File: config.mk
export PLATFORM = sky130hd
export DESIGN_NAME = layer1_input_queue
export DESIGN_NICKNAME = d
export VERILOG_FILES = /design/src/rtl/l1_pkg.sv /design/src/rtl/l1_queue_ram.sv /design/src/rtl/layer1_input_queue.sv
export SDC_FILE = /design/constraint.sdc
export NUM_CORES = 1
export LEC_CHECK = 0
export ABC_AREA = 1
export CAP_MARGIN = 20
export CORE_MARGIN = 3
export CORE_UTILIZATION = 55
export DETAILED_ROUTE_END_ITERATION = 8
export GPL_TIMING_DRIVEN = 0
export MAX_ROUTING_LAYER = met4
export PLACE_DENSITY_LB_ADDON = 0.25
export SLEW_MARGIN = 20
export SYNTH_ARGS = -nofsm -noshare
export SYNTH_HDL_FRONTEND = slang
export SYNTH_SLANG_ARGS = --single-unit
File: constraint.sdc
create_clock -name clk -period 4.1 [get_ports clk]
set_clock_uncertainty 0.05 [all_clocks]
set_input_delay 0.82 -clock clk [delete_from_list [all_inputs] [get_ports clk]]
set_output_delay 0.82 -clock clk [all_outputs]
set_load 0.005 [all_outputs]
File: src/rtl/l1_pkg.sv
// Shared types and constants for the Layer 1 input queue and its controller.
package l1_pkg;

    // Width of a Layer 1 node index as seen on queueOut.
    localparam int NODE_ADDR_W = 10;

    // One buffered queue entry: node index plus end-of-frame marker.
    typedef struct packed {
        logic                   last;
        logic [NODE_ADDR_W-1:0] index;
    } queue_entry_t;

    // Frame-level state of the queue as presented to the controller.
    typedef enum logic [1:0] {
        LOAD  = 2'd0,
        SERVE = 2'd1,
        DRAIN = 2'd2
    } queue_state_e;

endpackage

File: src/rtl/l1_queue_ram.sv
// Simple dual-port storage for the input queue: one synchronous write port and
// one registered read port. A read of the slot being written in the same cycle
// returns the new data, so the head register never holds a stale entry.
module l1_queue_ram #(
    parameter int DEPTH = 64,
    parameter int WIDTH = 11,
    parameter int AW    = $clog2(DEPTH)
) (
    input  logic             clk,
    input  logic             reset,
    input  logic             wrEn,
    input  logic [AW-1:0]    wrAddr,
    input  logic [WIDTH-1:0] wrData,
    input  logic [AW-1:0]    rdAddr,
    output logic [WIDTH-1:0] rdData
);

    logic [WIDTH-1:0] mem_r [DEPTH];
    logic [WIDTH-1:0] rd_data_r;

    // Write port: store the pushed entry.
    always_ff @(posedge clk) begin
        if (wrEn) begin
            mem_r[wrAddr] <= wrData;
        end
    end

    // Read port: register the addressed entry, forwarding a same-cycle write.
    always_ff @(posedge clk) begin
        if (reset) begin
            rd_data_r <= {WIDTH{1'b0}};
        end else if (wrEn && (wrAddr == rdAddr)) begin
            rd_data_r <= wrData;
        end else begin
            rd_data_r <= mem_r[rdAddr];
        end
    end

    assign rdData = rd_data_r;

endmodule

File: src/rtl/layer1_input_queue.sv
// Layer 1 input queue: buffers active-input node indices from the encoder and
// hands them to the Layer 1 controller one frame at a time.
// Optional feature macro: L1_QUEUE_DROP_COUNT_EN (counts rejected pushes on
// dropCount; when undefined dropCount is tied to zero).
module layer1_input_queue
    import l1_pkg::*;
#(
    parameter int DEPTH  = 64,
    parameter int ADDR_W = NODE_ADDR_W
) (
    input  logic              clk,
    input  logic              reset,
    input  logic              enqueue,
    input  logic [ADDR_W-1:0] enqueueData,
    input  logic              enqueueLast,
    output logic              queueFull,
    input  logic              dequeue,
    output logic [ADDR_W-1:0] queueOut,
    output logic              queueEmpty,
    output logic              inputsReady,
    input  logic              nextFrame,
    output logic [15:0]       dropCount
);

    localparam int             PTR_W    = $clog2(DEPTH);
    localparam logic [PTR_W:0] CNT_ZERO = {(PTR_W+1){1'b0}};
    localparam logic [PTR_W:0] CNT_ONE  = {{PTR_W{1'b0}}, 1'b1};
    localparam logic [PTR_W:0] CNT_FULL = (PTR_W+1)'(DEPTH);

    // Advance a pointer; DEPTH is a power of two so the natural wrap is DEPTH-1 -> 0.
    function automatic logic [PTR_W-1:0] ptr_inc(input logic [PTR_W-1:0] ptr);
        return ptr + {{(PTR_W-1){1'b0}}, 1'b1};
    endfunction

    logic [PTR_W-1:0] wr_ptr_r;
    logic [PTR_W-1:0] rd_ptr_r;
    logic [PTR_W-1:0] rd_ptr_nxt_s;
    logic [PTR_W:0]   count_r;
    logic [PTR_W:0]   count_nxt_s;
    logic [PTR_W:0]   frame_cnt_r;
    logic [PTR_W:0]   frame_cnt_nxt_s;
    queue_state_e     state_r;
    queue_state_e     state_nxt_s;
    logic             full_r;
    logic             empty_r;
    logic             ready_r;
    logic             push_s;
    logic             pop_s;
    logic             head_last_s;
    logic [ADDR_W:0]  head_s;

    // The head register in the RAM always holds the entry at the read pointer.
    assign head_last_s = head_s[ADDR_W];
    assign queueOut    = head_s[ADDR_W-1:0];
    assign queueFull   = full_r;
    assign queueEmpty  = empty_r;
    assign inputsReady = ready_r;

    // Accept decode: a pop frees a slot in the same cycle, so a full queue
    // still takes a push when it is popped at the same time.
    always_comb begin
        pop_s  = 1'b0;
        push_s = 1'b0;
        if (dequeue && !empty_r && (state_r == SERVE)) begin
            pop_s = 1'b1;
        end else begin
            pop_s = 1'b0;
        end
        if (enqueue && (!full_r || pop_s)) begin
            push_s = 1'b1;
        end else begin
            push_s = 1'b0;
        end
    end

    // Next read pointer, occupancy and complete-frame count.
    always_comb begin
        rd_ptr_nxt_s    = rd_ptr_r;
        count_nxt_s     = count_r;
        frame_cnt_nxt_s = frame_cnt_r;
        if (pop_s) begin
            rd_ptr_nxt_s = ptr_inc(rd_ptr_r);
        end else begin
            rd_ptr_nxt_s = rd_ptr_r;
        end
        case ({push_s, pop_s})
            2'b10:   count_nxt_s = count_r + CNT_ONE;
            2'b01:   count_nxt_s = count_r - CNT_ONE;
            default: count_nxt_s = count_r;
        endcase
        case ({push_s && enqueueLast, pop_s && head_last_s})
            2'b10: begin
                if (frame_cnt_r != CNT_FULL) begin
                    frame_cnt_nxt_s = frame_cnt_r + CNT_ONE;
                end else begin
                    frame_cnt_nxt_s = frame_cnt_r;
                end
            end
            2'b01:   frame_cnt_nxt_s = frame_cnt_r - CNT_ONE;
            default: frame_cnt_nxt_s = frame_cnt_r;
        endcase
    end

    // Frame state machine: next-state decode.
    always_comb begin
        state_nxt_s = state_r;
        case (state_r)
            LOAD: begin
                if (frame_cnt_r != CNT_ZERO) begin
                    state_nxt_s = SERVE;
                end else begin
                    state_nxt_s = LOAD;
                end
            end
            SERVE: begin
                if (pop_s && head_last_s) begin
                    state_nxt_s = DRAIN;
                end else begin
                    state_nxt_s = SERVE;
                end
            end
            DRAIN: begin
                if (nextFrame) begin
                    if (frame_cnt_r != CNT_ZERO) begin
                        state_nxt_s = SERVE;
                    end else begin
                        state_nxt_s = LOAD;
                    end
                end else begin
                    state_nxt_s = DRAIN;
                end
            end
            default: state_nxt_s = LOAD;
        endcase
    end

    // State, pointer, counter and registered flag updates.
    always_ff @(posedge clk) begin
        if (reset) begin
            wr_ptr_r    <= {PTR_W{1'b0}};
            rd_ptr_r    <= {PTR_W{1'b0}};
            count_r     <= CNT_ZERO;
            frame_cnt_r <= CNT_ZERO;
            state_r     <= LOAD;
            full_r      <= 1'b0;
            empty_r     <= 1'b1;
            ready_r     <= 1'b0;
        end else begin
            wr_ptr_r    <= push_s ? ptr_inc(wr_ptr_r) : wr_ptr_r;
            rd_ptr_r    <= rd_ptr_nxt_s;
            count_r     <= count_nxt_s;
            frame_cnt_r <= frame_cnt_nxt_s;
            state_r     <= state_nxt_s;
            full_r      <= (count_nxt_s == CNT_FULL);
            empty_r     <= (state_nxt_s != SERVE) || (count_nxt_s == CNT_ZERO);
            ready_r     <= (state_nxt_s == SERVE);
        end
    end

    // The RAM reads at the next read pointer so the head shows up one cycle
    // after a pop and is already present when the frame is released.
    l1_queue_ram #(
        .DEPTH (DEPTH),
        .WIDTH (ADDR_W + 1)
    ) u_ram (
        .clk    (clk),
        .reset  (reset),
        .wrEn   (push_s),
        .wrAddr (wr_ptr_r),
        .wrData ({enqueueLast, enqueueData}),
        .rdAddr (rd_ptr_nxt_s),
        .rdData (head_s)
    );

`ifdef L1_QUEUE_DROP_COUNT_EN
    logic        drop_s;
    logic [15:0] drop_cnt_r;

    assign drop_s    = enqueue && !push_s;
    assign dropCount = drop_cnt_r;

    // Rejected-push counter, saturating at all ones.
    always_ff @(posedge clk) begin
        if (reset) begin
            drop_cnt_r <= 16'h0000;
        end else if (drop_s && (drop_cnt_r != 16'hFFFF)) begin
            drop_cnt_r <= drop_cnt_r + 16'h0001;
        end else begin
            drop_cnt_r <= drop_cnt_r;
        end
    end
`else
    assign dropCount = 16'h0000;
`endif

endmodule

==> impl_metrics.tcl, run 1 <==
set metrics [dict create \
    outcome "finished with violations" \
    violations "setup timing" \
    hold_path_class "flop to flop" \
    layout_commonest_cell "nand3_1" \
    clk_pin_slew_ps 60 \
    portBuffers 28 \
    cp-end-kind "flop" \
    postRouteAntennaNets 0 \
    worst_r2r_endpoint "u_ram.rdData[2]" \
    power_frac_seq_pct 48.1 \
    synth_top_area_share_pct 63.6 \
    reg2reg_depth 14 \
    slew_viol_final 0 \
    ff2ff_setup_slack_ps 270 \
    critPathLaunch "dequeue" \
    grt_max_degree 68 \
    setup_viol 1 \
    initial_utilization_pct 55.9 \
    combinationalPowerShare_pct 12.0 \
    clock_latency_ps 640 \
    layout_common_cells "nand3_1, edfxtp_1, nand2_1" \
    r2r-start "state_r[1]" \
    avgSynthCellArea_um2 10.8 \
    vias 24600 \
    synth_seq_cells 746 \
    fp.dieW_um 252 \
    grt_usage_pct 33.6 \
    ys_seq_area_share_pct 66.1 \
    worst_setup_path_start_kind "input pin" \
    die_h_um 252 \
    yosysTopAreaCell "edfxtp_1" \
    dpl.hpwl_um 71800 \
    gp_congestion 1.03 \
    total_power_uw 17500 \
    core_area_mm2 0.0595 \
    syn_inst 3088 \
    ys_warn_count 0 \
    switching_share_pct 25.6 \
    wirelength_um 104000 \
    p_switching_uw 4480 \
    ys_types 38 \
    ir_worst_vdd_mv 0.418 \
    die-area_mm2 0.0635 \
    cts_tree "done" \
    critical_path_class "input pin to flop" \
    required_ps 4550 \
    fin_crit_ps 4120 \
    max-cap-violations 0 \
    worst_slew_margin_rel_pct 25.5 \
    worst_ep_arrival_time_ps 4580 \
    cts_setup_buffers 0 \
    ioPinCount 45 \
    max_freq_mhz 243 \
    first_iter_violations 3832 \
    leakage_uw 0.0145 \
    wirelength_met1_um 40100 \
    wire_per_inst_um 25.6 \
    antenna_found_initial 2 \
    wl_met2_um 46100 \
    drive_gt1_share_pct 7.96 \
    cts-root-buf "clkbuf_16" \
    synth.area.top_cells "edfxtp_1, nand3_1, nand2_1, nand3b_1, inv_1" \
    routed_via_density 6.06 \
    firstDrtPassIters 7 \
    grt-ovfl-total 0 \
    fin_cells 4065 \
    post_cts_resized 0 \
    cts_buffers 78 \
    synthesis.area_mm2 0.0333 \
    layout_setup_ws_ps -23.1 \
    fin_crit_sh_pct 101 \
    htreeDepth 3 \
    dr.max_layer_used "met4" \
    syn2layout_area_growth_pct 12.5 \
    cts_buffer_depth 3 \
    grt_pass1_vias 23000 \
    power_density_mw_per_mm2 468 \
    report.final.hold_viol_count 0 \
    endpoint "u_ram.rdData[2]" \
    grt_pass1_wl_um 150000 \
    design.final.nets 3257 \
    dp.cells 3923 \
    intPower_uw 13000 \
    tightest_slew_ps 1110 \
    wl_met3_um 13100 \
    power.share.clock_pct 39.9 \
    cts-hold-fix-buffers 0 \
    clock_sinks 746 \
    drc 0 \
    rsz0062_at_grt "true" \
    cp_max_fo 10 \
    rows 89 \
]
## worst min-delay path by stage
stage                from         end  slack (ps)  cells after the start
2_1_floorplan  state_r[0]  state_r[1]         380                      1
3_3_place_gp   state_r[0]  state_r[1]         390                      1
3_5_place_dp   state_r[0]  state_r[1]         420                      1
4_1_cts        state_r[0]  state_r[1]         420                      1
5_1_grt        state_r[0]  state_r[1]         470                      1
6_report       state_r[0]  state_r[1]         420                      1
## logic make-up (layout without fill, tap and decap cells)
| logic type | Yosys count | in the layout | share of synthesized area [%] |
|---|---|---|---|
| muxes | 2 | 2 | 0.0602 |
| other | 1 | 17 | 0.0113 |
| AOI/OAI and AO/OA | 60 | 60 | 1.05 |
| adders and majority gates | 11 | 11 | 0.436 |
| buffers and inverters | 589 | 777 | 7.15 |
| and+or+nand+nor | 1661 | 1661 | 24.7 |
| DFF | 746 | 746 | 66.1 |
| xor gates and xnor gates | 18 | 18 | 0.497 |
## critical path, cell delays in order
cell and delay, ps:
clkdlybuf4s50_1 450, inv_1 30, nor2_1 150, nand2_2 160, nand2_1 480, nand2_1 290
buf_2 370, buf_1 400, o211ai_1 430, nand3_1 180, nand3_1 220, nand3_1 140
nand3_1 110, nand3_1 80, nand2_1 190, inv_1 60
## cell type report
cell class	count	area (um2)
multi-input cells	1768	9050
repair buffers	47	554
plain buffers	224	1010
clock buffers	101	2160
inverters	365	1370
fillers	4740	22000
diodes	1	2.50
flip-flops and latches	746	22000
well taps	773	967
clock inverters	40	329
## power by group through the flow
stage	clock (uW)	sequential [uW]	combinational, uW
after global placement	0	8610	1960
after floorplan	0	8580	1150
after global routing	7330	8420	2230
after detailed placement	0	8580	2020
final	6980	8420	2100
after CTS	7000	8420	2030
## synth_stat cells (all sizes together)
cell	n
inv	353
nand2	561
and3	1
edfxtp	704
fa	1
clkbuf	115
conb	1
o21ai	27
dfxtp	42
or2	2
xor2	11
ha	10
clkinv	12
nor2	96
nand3b	277
a32oi	1
a211oi	2
nor3	7
o211ai	12
mux2i	2
nand4	7
buf	109
a21o	1
nor3b	1
xnor2	7
a221oi	1
a21oi	16
nand3	708
nor4	1
## flip-flops by register name (all words and copies together) (netlist names), 2 cells and up
register,cells
count_r,7
frame_cnt_r,7
state_r,2
rd_ptr_r,6
u_ram.mem_r,704
wr_ptr_r,6
u_ram.rdData,11
## per-stage QoR
step                util (%)  TNS (ps)  cell area (um2)  setup slack (ps)  hold WS (ps)
floorplan                  -         0            33300               958           383
global placement        58.1   -195630            34600              -979           390
detailed placement      58.7   -145300            34900              -631           419
CTS                     62.9         0            37400              17.5           418
global route            62.9     -1640            37400             -79.4           466
finish                  62.9     -23.1            37400             -23.1           418
## per-layer routing
metal  track usage [%]  up-vias
met5                 -        -
li1                  -    10900
met2              49.7     1652
met4              13.8        0
met1              45.8    11800
met3              7.23      299
No activity file was read; power rests on OpenSTA's default activity.
==> inputs of run 2 (changes only) <==
Settings changed: CELL_PAD_IN_SITES_DETAIL_PLACEMENT set to 1, CELL_PAD_IN_SITES_GLOBAL_PLACEMENT set to 1, CORE_UTILIZATION 55 to 51, SLEW_MARGIN 20 to not set.
==> impl_metrics.tcl, run 2 (same netlist as run 1, synthesis figures left out) <==
set metrics [dict create \
    leakage_uw 0.0146 \
    cts-root-buf "clkbuf_16" \
    routed_via_density 6.09 \
    cp_max_fo 11 \
    syn2layout_area_growth_pct 13.2 \
    wire_per_inst_um 28.3 \
    die_h_um 261 \
    largest_register_ffs 704 \
    first_iter_violations 3464 \
    grt_max_degree 66 \
    fin_crit_sh_pct 104 \
    grt-ovfl-total 0 \
    setup_viol 48 \
    rows 92 \
    layout_setup_ws_ps -164 \
    dp.cells 3998 \
    worst_setup_path_start_kind "input pin" \
    nFillCells 6739 \
    wirelength_um 118000 \
    top_register "u_ram.mem_r" \
    clock_sinks 746 \
    required_ps 4290 \
    max-cap-violations 0 \
    firstDrtPassIters 6 \
    design.final.nets 3283 \
    postRouteAntennaNets 0 \
    layout_commonest_cell "nand3_1" \
    fin_crit_ps 4260 \
    ioPinCount 45 \
    dpl.hpwl_um 78800 \
    tightest_slew_ps 1160 \
    fp.dieW_um 261 \
    portBuffers 28 \
    drive_gt1_share_pct 8.18 \
    worst_slew_margin_rel_pct 22.4 \
    vias 25400 \
    hold_slack_ps 420 \
    cts_tree "done" \
    clock_latency_ps 640 \
    grt_pass1_vias 25700 \
    slew_viol_final 0 \
    grt_pass1_wl_um 169000 \
    fin_cells 4160 \
    outcome "finished with violations" \
    r2r-start "queueEmpty" \
    die-area_mm2 0.0683 \
    clk_pin_slew_ps 60 \
    critical_path_class "input pin to flop" \
    hold_path_class "flop to flop" \
    cts-hold-fix-buffers 0 \
    htreeDepth 3 \
    rsz0062_at_grt "true" \
    cts_setup_buffers 0 \
    worst_ep_arrival_time_ps 4450 \
    grt_usage_pct 35.3 \
    core_area_mm2 0.0638 \
    drc 0 \
    power_density_mw_per_mm2 473 \
    cp-end-kind "flop" \
    layout_common_cells "nand3_1, edfxtp_1, nand2_1" \
    cts_buffer_depth 3 \
    critPathLaunch "dequeue" \
    hp-start "state_r[0]" \
    antenna_found_initial 2 \
    report.final.hold_viol_count 0 \
    setup-tns-final_ps -5230 \
    dpl_cell_area_mm2 0.0349 \
    violations "setup timing" \
    ir_worst_vdd_mv 0.373 \
    gp_congestion 0.990 \
    final_area_mm2 0.0377 \
    cts_buffers 79 \
    max_freq_mhz 235 \
    initial_utilization_pct 52.2 \
]
run 2: power breakdown:
group,switching [uW],internal [uW]
registers,34.2,8390
logic,1590,579
clock network,3040,4190
total,4660,13200
run 2: cell type report:
cell class                 count  area (um2)  share of cell area (%)
timing repair buffer          72         693                    1.84
multi-input combinational   1768        8980                    23.9
sequential                   746       22000                    58.4
inverter                     365        1370                    3.64
clock inverter                39         405                    1.08
tap                          846        1060                    2.81
antenna                        2        5.00                  0.0133
buffer                       224        1020                    2.71
clock buffer                  98        2130                    5.67
run 2: final timing paths:
check,end,slack (ps),cells after the start
setup / recovery,u_ram.mem_r[6][3],-160,9
setup reg to reg,u_ram.mem_r[6][3],210,7
hold / removal,state_r[1],420,1
hold reg to reg,state_r[1],420,1
run 2: repair_timing:
item	CTS	global route
cloned	0	0
gates resized for setup	0	21
setup endpoints to repair	22	76
hold endpoints to repair	0	0
run 2: layer usage:
layer,up-vias,share of wire (%),GRT usage [%]
li1,10900,-,-
met1,12600,38,46.2
met2,1500,47,55.3
met3,300,11,6.31
met4,0,4.3,13.7
met5,-,0,-
run 2: critical path, stage by stage:
cell	delay, ps
clkdlybuf4s50_1	470
inv_1	50
nor2_1	180
nand2_2	150
nand2_1	90
nand2_1	310
inv_1	420
nand4_1	780
nor2_2	1160
run 2: stage by stage:
stage / total power, uW / util (%) / setup slack [ps]
finish: 17800 / 59.0 / -164
global route: 18300 / 59.0 / -194
CTS: 17800 / 58.7 / -85.4
detailed placement: 10700 / 54.7 / -722
global placement: 10600 / 54.3 / -1080
floorplan: 9730 / - / 958
